File: src/rtl/neuron_mac_sequencer.sv
// Sequencer and saturating MAC for one fully connected neuron: streams activations,
// drives the weight ROM read port in lockstep, adds the bias and hands off the sum.
module neuron_mac_sequencer #(
  parameter int numWeight    = 30,
  parameter int addressWidth = $clog2(numWeight),
  parameter int dataWidth    = 16
) (
  input  logic                          clk,
  input  logic                          rst,
  input  logic                          start,
  input  logic                          abort,
  input  logic                          x_valid,
  input  logic signed [dataWidth-1:0]   x_in,
  output logic                          x_ready,
  output logic                          w_ren,
  output logic [addressWidth-1:0]       w_radd,
  input  logic signed [dataWidth-1:0]   w_dout,
  input  logic signed [dataWidth-1:0]   bias,
  output logic signed [2*dataWidth-1:0] out_data,
  output logic                          out_valid,
  input  logic                          out_ready,
  output logic                          busy
);

  localparam int AccW = 2 * dataWidth;
  localparam logic [addressWidth-1:0] LastIdx = addressWidth'(numWeight - 1);

  typedef enum logic [2:0] {IDLE, RUN, DRAIN, BIAS, DONE} state_t;

  state_t                   state, state_nxt;
  logic [addressWidth-1:0]  cnt;
  logic                     accept;
  logic signed [dataWidth-1:0] x_q_p0;
  logic                     vld_p0;
  logic signed [AccW-1:0]   acc_p1;
  logic signed [AccW-1:0]   prod_p0;
  logic signed [AccW:0]     mac_sum;
  logic signed [AccW:0]     bias_sum;

  // Clamp a one-bit-wider sum back into the signed accumulator range.
  function automatic logic signed [AccW-1:0] sat(input logic signed [AccW:0] s);
    if (s[AccW] != s[AccW-1])
      return s[AccW] ? {1'b1, {(AccW-1){1'b0}}} : {1'b0, {(AccW-1){1'b1}}};
    return s[AccW-1:0];
  endfunction

  assign prod_p0  = x_q_p0 * w_dout;
  assign mac_sum  = {acc_p1[AccW-1], acc_p1} + {prod_p0[AccW-1], prod_p0};
  assign bias_sum = {acc_p1[AccW-1], acc_p1} + {{(AccW+1-dataWidth){bias[dataWidth-1]}}, bias};

  assign w_radd   = cnt;
  assign out_data = (state == DONE) ? acc_p1 : '0;

  always_comb begin
    state_nxt = state;
    x_ready   = 1'b0;
    accept    = 1'b0;
    out_valid = 1'b0;
    busy      = (state != IDLE);
    case (state)
      IDLE:  if (start) state_nxt = RUN;
      RUN: begin
        x_ready = 1'b1;
        accept  = x_valid && !abort;
        if (abort)
          state_nxt = IDLE;
        else if (x_valid && cnt == LastIdx)
          state_nxt = DRAIN;
      end
      DRAIN: state_nxt = abort ? IDLE : BIAS;
      BIAS:  state_nxt = abort ? IDLE : DONE;
      DONE: begin
        out_valid = 1'b1;
        if (abort || out_ready) state_nxt = IDLE;
      end
      default: state_nxt = IDLE;
    endcase
  end

  assign w_ren = accept;

  always_ff @(posedge clk or posedge rst) begin
    if (rst) begin
      state  <= IDLE;
      cnt    <= '0;
      x_q_p0 <= '0;
      vld_p0 <= 1'b0;
      acc_p1 <= '0;
    end else begin
      state <= state_nxt;
      // Stage 0: capture the accepted activation; its weight arrives next cycle.
      vld_p0 <= accept;
      if (accept) begin
        x_q_p0 <= x_in;
        cnt    <= cnt + addressWidth'(1);
      end
      // Leaving to IDLE rewinds the address so the ROM port rests at 0.
      if (state != IDLE && state_nxt == IDLE)
        cnt <= '0;
      // Stage 1: saturating accumulate of the product, then the bias.
      if (state == IDLE && start) begin
        cnt    <= '0;
        acc_p1 <= '0;
      end else if (vld_p0) begin
        acc_p1 <= sat(mac_sum);
      end else if (state == BIAS && !abort) begin
        acc_p1 <= sat(bias_sum);
      end
    end
  end

endmodule

File: config.mk
export PLATFORM = sky130hd
export DESIGN_NAME = neuron_mac_sequencer
export DESIGN_NICKNAME = d
export VERILOG_FILES = /design/src/rtl/neuron_mac_sequencer.sv
export SDC_FILE = /design/constraint.sdc
export NUM_CORES = 1
export LEC_CHECK = 0
export CAP_MARGIN = 30
export CORE_ASPECT_RATIO = 0.6
export CORE_MARGIN = 4
export CORE_UTILIZATION = 52
export CTS_CLUSTER_DIAMETER = 60
export DETAILED_ROUTE_END_ITERATION = 10
export PLACE_DENSITY_LB_ADDON = 0.08
export SLEW_MARGIN = 20
export SYNTH_ARGS = -nofsm -noshare
export SYNTH_HDL_FRONTEND = slang
export SYNTH_SLANG_ARGS = --single-unit
File: constraint.sdc
create_clock -name clk -period 18.9 [get_ports clk]
set_clock_uncertainty 0.15 [all_clocks]
set_input_delay 3.78 -clock clk [delete_from_list [all_inputs] [get_ports clk]]
set_output_delay 3.78 -clock clk [all_outputs]
set_load 0.01 [all_outputs]
==> results of run 1 <==
[layout make-up]
| type | instances | share of cell area, % |
|---|---|---|
| multi-input cells | 1236 | 72.84 |
| flip-flops and latches | 57 | 8.282 |
| inverters | 361 | 7.868 |
| repair buffers | 104 | 5.987 |
| well taps | 400 | 2.906 |
| clock buffers | 12 | 1.548 |
| clock inverters | 4 | 0.5667 |
[critical path: stages]
cell                              delay, ns
sky130_fd_sc_hd__clkdlybuf4s50_1       0.78
sky130_fd_sc_hd__nand2_1               0.36
sky130_fd_sc_hd__inv_1                 0.10
sky130_fd_sc_hd__fa_1                  0.74
sky130_fd_sc_hd__inv_1                 0.12
sky130_fd_sc_hd__fa_1                  0.54
sky130_fd_sc_hd__inv_1                 0.29
sky130_fd_sc_hd__fa_1                  0.50
sky130_fd_sc_hd__fa_1                  0.50
sky130_fd_sc_hd__fa_1                  0.49
sky130_fd_sc_hd__inv_1                 0.05
sky130_fd_sc_hd__fa_1                  0.49
sky130_fd_sc_hd__inv_1                 0.05
sky130_fd_sc_hd__ha_1                  0.36
sky130_fd_sc_hd__a21o_1                0.23
sky130_fd_sc_hd__a21oi_1               0.17
sky130_fd_sc_hd__nor2b_1               0.06
sky130_fd_sc_hd__o21ai_0               0.21
sky130_fd_sc_hd__nor2b_1               0.22
sky130_fd_sc_hd__a21boi_0              0.18
sky130_fd_sc_hd__or2_2                 0.39
sky130_fd_sc_hd__a221oi_4              0.49
sky130_fd_sc_hd__buf_6                 0.27
sky130_fd_sc_hd__a32o_1                0.19
[registers in the layout, indices dropped and copies added (netlist names)]
register,count
acc_p1,32
x_q_p0,16
w_radd,5
state,3
vld_p0,1
[per-layer routing]
layer	track usage, %	up-vias	wire length, µm
li1	-	5507	-
met1	40.01	6197	19260
met2	40.14	371	18350
met3	6.140	33	3158
met4	4.236	0	425
met5	0	-	0
[Yosys cell counts (all sizes together) (4+ instances only)]
library cell	count
nand4	11
nor2b	10
a21o	21
a211oi	8
clkbuf	51
ha	135
buf	11
a311oi	5
fa	300
a211o	4
a22o	23
dfrtp	57
nor3	10
nand2	175
and2	117
a21oi	68
and3	42
xnor2	39
o211ai	7
xor2	30
o31ai	6
a22oi	20
a31oi	5
o21a	8
a32o	5
o21ai	43
a21boi	6
nand3	12
a41oi	5
mux2	17
nand2b	11
nor2	62
inv	360
[cells by family (layout without fill, tap and decap cells)]
family / Yosys count / in the layout / share of synthesized area [%]
and+or+nand+nor: 460 / 460 / 14.59
xor gates and xnor gates: 69 / 69 / 3.928
muxes: 18 / 18 / 1.293
adders and majority gates: 435 / 435 / 49.40
buffers and inverters: 423 / 481 / 10.39
DFF: 57 / 57 / 9.157
AOI/OAI and AO/OA: 254 / 254 / 11.25
[worst max-delay path by stage]
stage,startpoint,to,slack [ns]
detailed placement,w_dout[1],acc_p1[6],6.85
global route,w_dout[1],acc_p1[6],6.92
CTS,w_dout[1],acc_p1[6],7.19
finish,w_dout[1],acc_p1[1],7.47
global placement,w_dout[1],acc_p1[6],7.08
floorplan,w_dout[1],acc_p1[10],8.80
[metrics by stage]
| step | util (%) | hold slack [ns] | worst slack, ns |
|---|---|---|---|
| finish | 59.12 | 0.4189 | 7.469 |
| global route | 59.12 | 0.4767 | 6.920 |
| CTS | 59.01 | 0.4204 | 7.195 |
| detailed placement | 57.76 | 0.4086 | 6.854 |
| global placement | 57.69 | 0.4056 | 7.077 |
| floorplan | - | 0.3448 | 8.798 |
[cell usage in the layout, fill, tap and decap left out, types with 6 or more instances in the layout]
cell,instances
sky130_fd_sc_hd__a211oi_1,8
sky130_fd_sc_hd__a21o_1,21
sky130_fd_sc_hd__a21oi_1,66
sky130_fd_sc_hd__a22o_1,23
sky130_fd_sc_hd__a22oi_1,20
sky130_fd_sc_hd__and2_1,117
sky130_fd_sc_hd__and3_1,42
sky130_fd_sc_hd__buf_4,6
sky130_fd_sc_hd__clkbuf_16,9
sky130_fd_sc_hd__clkdlybuf4s50_1,94
sky130_fd_sc_hd__dfrtp_1,57
sky130_fd_sc_hd__fa_1,300
sky130_fd_sc_hd__ha_1,135
sky130_fd_sc_hd__inv_1,359
sky130_fd_sc_hd__mux2_2,17
sky130_fd_sc_hd__nand2_1,175
sky130_fd_sc_hd__nand2b_1,11
sky130_fd_sc_hd__nand3_1,12
sky130_fd_sc_hd__nand4_1,11
sky130_fd_sc_hd__nor2_1,60
sky130_fd_sc_hd__nor2b_1,10
sky130_fd_sc_hd__nor3_1,10
sky130_fd_sc_hd__o211ai_1,6
sky130_fd_sc_hd__o21a_1,8
sky130_fd_sc_hd__o21ai_0,42
sky130_fd_sc_hd__xnor2_1,39
sky130_fd_sc_hd__xor2_1,29
==> impl_metrics.json, run 1 <==
{
  "synth_flop_cell": "sky130_fd_sc_hd__dfrtp_1",
  "placeableCoreArea_um2": 29130,
  "post-cts-setup-buffer-count": 0,
  "final_setup_violation_count": 0,
  "numClockSinks": 57,
  "drtPass1Iterations": 5,
  "die_area_um2": 32880,
  "insertedDiodeCount": 0,
  "sequential_cell_area_um2": 1426,
  "stdcell_area_um2": 17220,
  "clock_path_buffers": 2,
  "rsz_0062_raised_after_global_routing": "no",
  "worst_setup_path_start_kind": "primary input",
  "slew-limit-headroom_pct": 37.27,
  "syn_nets": 2205,
  "finalNonFillerCells": 2174,
  "worst_skew_pair.late_latency_ns": 0.36,
  "overflow": 0,
  "arr_time_crit_path_ns": 11.57,
  "die_h_um": 142.1,
  "grt_antenna_before_repair": 0,
  "fmax_mhz": 87.48,
  "ys_ff_latch": 57,
  "synth.largest_area_cell": "sky130_fd_sc_hd__fa_1",
  "htree_num_levels": 3,
  "grt_max_degree": 58,
  "worst-setup-path-type": "primary input to flip-flop",
  "layout-area-overhead-vs-synth_pct": 10.55,
  "via_per_inst": 5.569,
  "netlist_instances": 1716,
  "dr.first_iter.drc_count": 790,
  "fp.dieW_um": 231.4,
  "routabilityCongestion": 0.9040,
  "cp.required_ns": 19.04,
  "r2r_end": "acc_p1[1]",
  "yosys_warnings": 0,
  "worst_hold_startpoint": "w_radd[4]",
  "final_min_period_over_clock_period_pct": 60.48,
  "timing.hold.worst.class": "flip-flop to flip-flop",
  "cts_repair_resize_count": 0,
  "syn-mean-instance-area_um2": 9.078,
  "fill_count": 2619,
  "row_count": 48,
  "worst-r2r-setup-slack_ns": 11.08,
  "route.vias.total": 12110,
  "drc": 0,
  "worst-path-max-fanout": 18,
  "synth_area_leaders": "sky130_fd_sc_hd__fa_1 39%, sky130_fd_sc_hd__ha_1 11%, sky130_fd_sc_hd__dfrtp_1 9.2%",
  "wl_per_cell_um": 18.95,
  "post_cts_hold_buffer_count": 0,
  "worst_pin_slew_ns": 0.9381,
  "report.final.slew_viol_count": 0,
  "placedInstanceArea_um2": 16820,
  "post_detailed_routing_wire_length_um": 41190,
  "finalHoldViolations": 0,
  "synth-edff-count": 0,
  "async_reset_ff_share_pct": 100.0,
  "port-buffer-count": 94,
  "min_delay_worst_endpoint": "w_radd[4]",
  "hold_path_depth": 2,
  "netlist_area_um2": 15580,
  "synth_top_area_share_pct": 38.55,
  "count_of_unique_library_cells_instantiated_by_yosys": 66,
  "multi_input_comb_area_um2": 12540,
  "proportion_of_layout_cells_with_a_drive_suffix_above_1_pct": 3.269,
  "period_needed_ns": 11.43,
  "cts-root-buf": "sky130_fd_sc_hd__clkbuf_16",
  "cts_made_buffers": 9,
  "r2r_cells": 23,
  "design.final.nets": 2258,
  "first_pass_grt_wire_length_um": 68610,
  "vias_in_the_first_global_route": 12650,
  "detail-route-antenna-nets": 0,
  "clock_pin_slew_worst_setup_and_hold_paths_ns": 0.05,
  "grt.total_usage_pct": 26.55,
  "post_dp_hpwl_um": 34630,
  "start_util_pct": 53.48,
  "place.detailed.instances": 2155,
  "run_status": "finished, final reports clean",
  "cts_tree": "built",
  "startpoint_of_the_worst_slack_reg_to_reg_timing_path": "x_q_p0[15]",
  "io-pin-count": 95,
  "setup_total_negative_slack_ns": 0,
  "synth_seq_area_share_pct": 9.157,
  "critPathCaptureType": "flip-flop",
  "max_cap_viol_count": 0
}
Power of run 1 is left out: the tool's default activity adds up to more than one toggle a clock period on the data nets, which glitch-free logic cannot reach.
==> run 2: changes to the inputs <==
==> constraint.sdc (replaced) <==
create_clock -name clk -period 11.15 [get_ports clk]
set_clock_uncertainty 0.15 [all_clocks]
set_input_delay 2.23 -clock clk [delete_from_list [all_inputs] [get_ports clk]]
set_output_delay 2.23 -clock clk [all_outputs]
set_load 0.01 [all_outputs]
==> run 2 against run 1 <==
  * Critical path depth stayed put
  * Register-to-register slack worse by 7.7 ns
  * Cell area decreased by 0.13%
  * Sequential share of layout area is essentially flat
  * Global-route usage down 0.28 points
  * Wire length is essentially flat
  * Setup slack got worse by 6.2 ns
  * Via count fell by 0.35%
  * Hold slack got worse by 0.0030 ns
  * Count of clock-buffer cells in the layout shrank 2
  * Critical path type unchanged
  * Largest cell class unchanged
==> impl_metrics.json, run 2 (same netlist as run 1, synthesis figures left out) <==
{
  "final_cell_mix": "359 x sky130_fd_sc_hd__inv_1, 300 x sky130_fd_sc_hd__fa_1, 175 x sky130_fd_sc_hd__nand2_1, 135 x sky130_fd_sc_hd__ha_1, 117 x sky130_fd_sc_hd__and2_1",
  "final_min_period_over_clock_period_pct": 88.54,
  "fill_count": 2674,
  "register_with_the_most_flip_flops": "acc_p1",
  "via_per_inst": 5.542,
  "worst_skew_pair.late_latency_ns": 0.35,
  "vias_in_the_first_global_route": 12450,
  "grt_util_met2_pct": 39.55,
  "dp_worst_setup_slack_ns": 1.011,
  "slew-limit-headroom_pct": 36.74,
  "drc": 0,
  "htree_num_levels": 3,
  "finalHoldViolations": 0,
  "arr_time_crit_path_ns": 10.00,
  "cts_repair_resize_count": 0,
  "drtPass1Iterations": 5,
  "worst_setup_path_start_kind": "primary input",
  "global_route.usage.met3_pct": 4.320,
  "insertedDiodeCount": 0,
  "timing.hold.worst.class": "flip-flop to flip-flop",
  "run_status": "finished, final reports clean",
  "io-pin-count": 95,
  "grt_antenna_before_repair": 1,
  "stdcell_area_um2": 17200,
  "cp.required_ns": 11.28,
  "port-buffer-count": 94,
  "r2r_cells": 23,
  "cts-root-buf": "sky130_fd_sc_hd__clkbuf_16",
  "fp.dieW_um": 231.4,
  "die_h_um": 142.1,
  "hold_path_depth": 2,
  "grt_max_degree": 58,
  "overflow": 0,
  "dr.first_iter.drc_count": 813,
  "fin_util_pct": 59.05,
  "placedInstanceArea_um2": 16860,
  "critPathCaptureType": "flip-flop",
  "detail-route-antenna-nets": 0,
  "period_needed_ns": 9.872,
  "worst-setup-path-type": "primary input to flip-flop",
  "wl_per_cell_um": 18.94,
  "start_util_pct": 53.48,
  "layout.cells.most_common": "sky130_fd_sc_hd__inv_1",
  "route.vias.total": 12070,
  "rsz_0062_raised_after_global_routing": "no",
  "design.final.nets": 2261,
  "cts_made_buffers": 9,
  "placeableCoreArea_um2": 29130,
  "post_cts_hold_buffer_count": 0,
  "worst-path-max-fanout": 20,
  "final_critical_path_setup_slack_ns": 1.278,
  "clock_pin_slew_worst_setup_and_hold_paths_ns": 0.05,
  "setup_total_negative_slack_ns": 0,
  "proportion_of_layout_cells_with_a_drive_suffix_above_1_pct": 3.433,
  "worst_pin_slew_ns": 0.9489,
  "die_area_um2": 32880,
  "routabilityCongestion": 0.8929,
  "report.final.slew_viol_count": 0,
  "numClockSinks": 57,
  "fmax_mhz": 101.3,
  "post_dp_hpwl_um": 34600,
  "first_pass_grt_wire_length_um": 68030,
  "grt.total_usage_pct": 26.27,
  "max_cap_viol_count": 0,
  "post-cts-setup-buffer-count": 0,
  "row_count": 48,
  "largest_register_ffs": 32,
  "post_detailed_routing_wire_length_um": 41230,
  "final_setup_violation_count": 0,
  "gr-usage-met1_pct": 40.85,
  "clock_path_buffers": 2,
  "layout-area-overhead-vs-synth_pct": 10.41,
  "cts_tree": "built",
  "global_route.peak_usage_layer": "met1"
}
[run 2: stage by stage]
stage | instances | hold slack [ns]
after global placement | 2158 | 0.4058
final | 2177 | 0.4159
after floorplan | 1716 | 0.3448
after global routing | 2177 | 0.4654
after detailed placement | 2159 | 0.4077
after CTS | 2175 | 0.4195
[run 2: critical path, cell delays in order]
cell	delay, ns
sky130_fd_sc_hd__clkdlybuf4s50_1	0.76
sky130_fd_sc_hd__nand2_1	0.34
sky130_fd_sc_hd__inv_1	0.10
sky130_fd_sc_hd__fa_1	0.76
sky130_fd_sc_hd__inv_1	0.11
sky130_fd_sc_hd__fa_1	0.54
sky130_fd_sc_hd__inv_1	0.29
sky130_fd_sc_hd__fa_1	0.51
sky130_fd_sc_hd__fa_1	0.52
sky130_fd_sc_hd__fa_1	0.50
sky130_fd_sc_hd__inv_1	0.05
sky130_fd_sc_hd__fa_1	0.47
sky130_fd_sc_hd__inv_1	0.04
sky130_fd_sc_hd__ha_1	0.37
sky130_fd_sc_hd__and4_1	0.25
sky130_fd_sc_hd__and3_1	0.22
sky130_fd_sc_hd__nand2_1	0.06
sky130_fd_sc_hd__a21oi_1	0.21
sky130_fd_sc_hd__o2111ai_1	0.16
sky130_fd_sc_hd__and3b_1	0.23
sky130_fd_sc_hd__or2_2	0.34
sky130_fd_sc_hd__a221oi_4	0.39
sky130_fd_sc_hd__buf_4	0.33
sky130_fd_sc_hd__a32o_1	0.19
[run 2: worst paths after layout]
kind / endpoint / slack, ns / from
min: w_radd[4] / 0.42 / w_radd[4]
min reg2reg: w_radd[4] / 0.42 / w_radd[4]
min in group asynchronous: x_q_p0[0] / 2.30 / rst
max in group asynchronous: vld_p0 / 7.97 / rst
max reg2reg: acc_p1[6] / 3.34 / x_q_p0[15]
max: acc_p1[6] / 1.28 / w_dout[1]
[run 2: metal layers]
| metal | up-vias | routed length (µm) |
|---|---|---|
| met1 | 6191 | 19630 |
| met4 | 0 | 550 |
| met3 | 32 | 2875 |
| met2 | 328 | 18170 |
| met5 | - | 0 |
| li1 | 5515 | - |
[run 2: layout make-up]
| type | instances | area, µm² | share of cell area, % |
|---|---|---|---|
| clock inverter | 6 | 67.56 | 0.3928 |
| timing repair buffer | 107 | 1066 | 6.198 |
| multi-input combinational | 1236 | 12540 | 72.94 |
| sequential | 57 | 1426 | 8.293 |
| tap | 400 | 500.5 | 2.910 |
| clock buffer | 10 | 239.0 | 1.389 |
| inverter | 361 | 1355 | 7.879 |
Power of run 2 is left out for the same reason.
==> run 3: changes to the inputs <==
--- a/config.mk
+++ b/config.mk
@@ -9,7 +9,6 @@
 export CORE_ASPECT_RATIO = 0.6
 export CORE_MARGIN = 4
 export CORE_UTILIZATION = 52
-export CTS_CLUSTER_DIAMETER = 60
 export DETAILED_ROUTE_END_ITERATION = 10
 export PLACE_DENSITY_LB_ADDON = 0.08
 export SLEW_MARGIN = 20
==> results of run 3 <==
Same layout as run 2: the final DEF is identical, and so are final timing and power.
Power of run 3 is left out for the same reason.
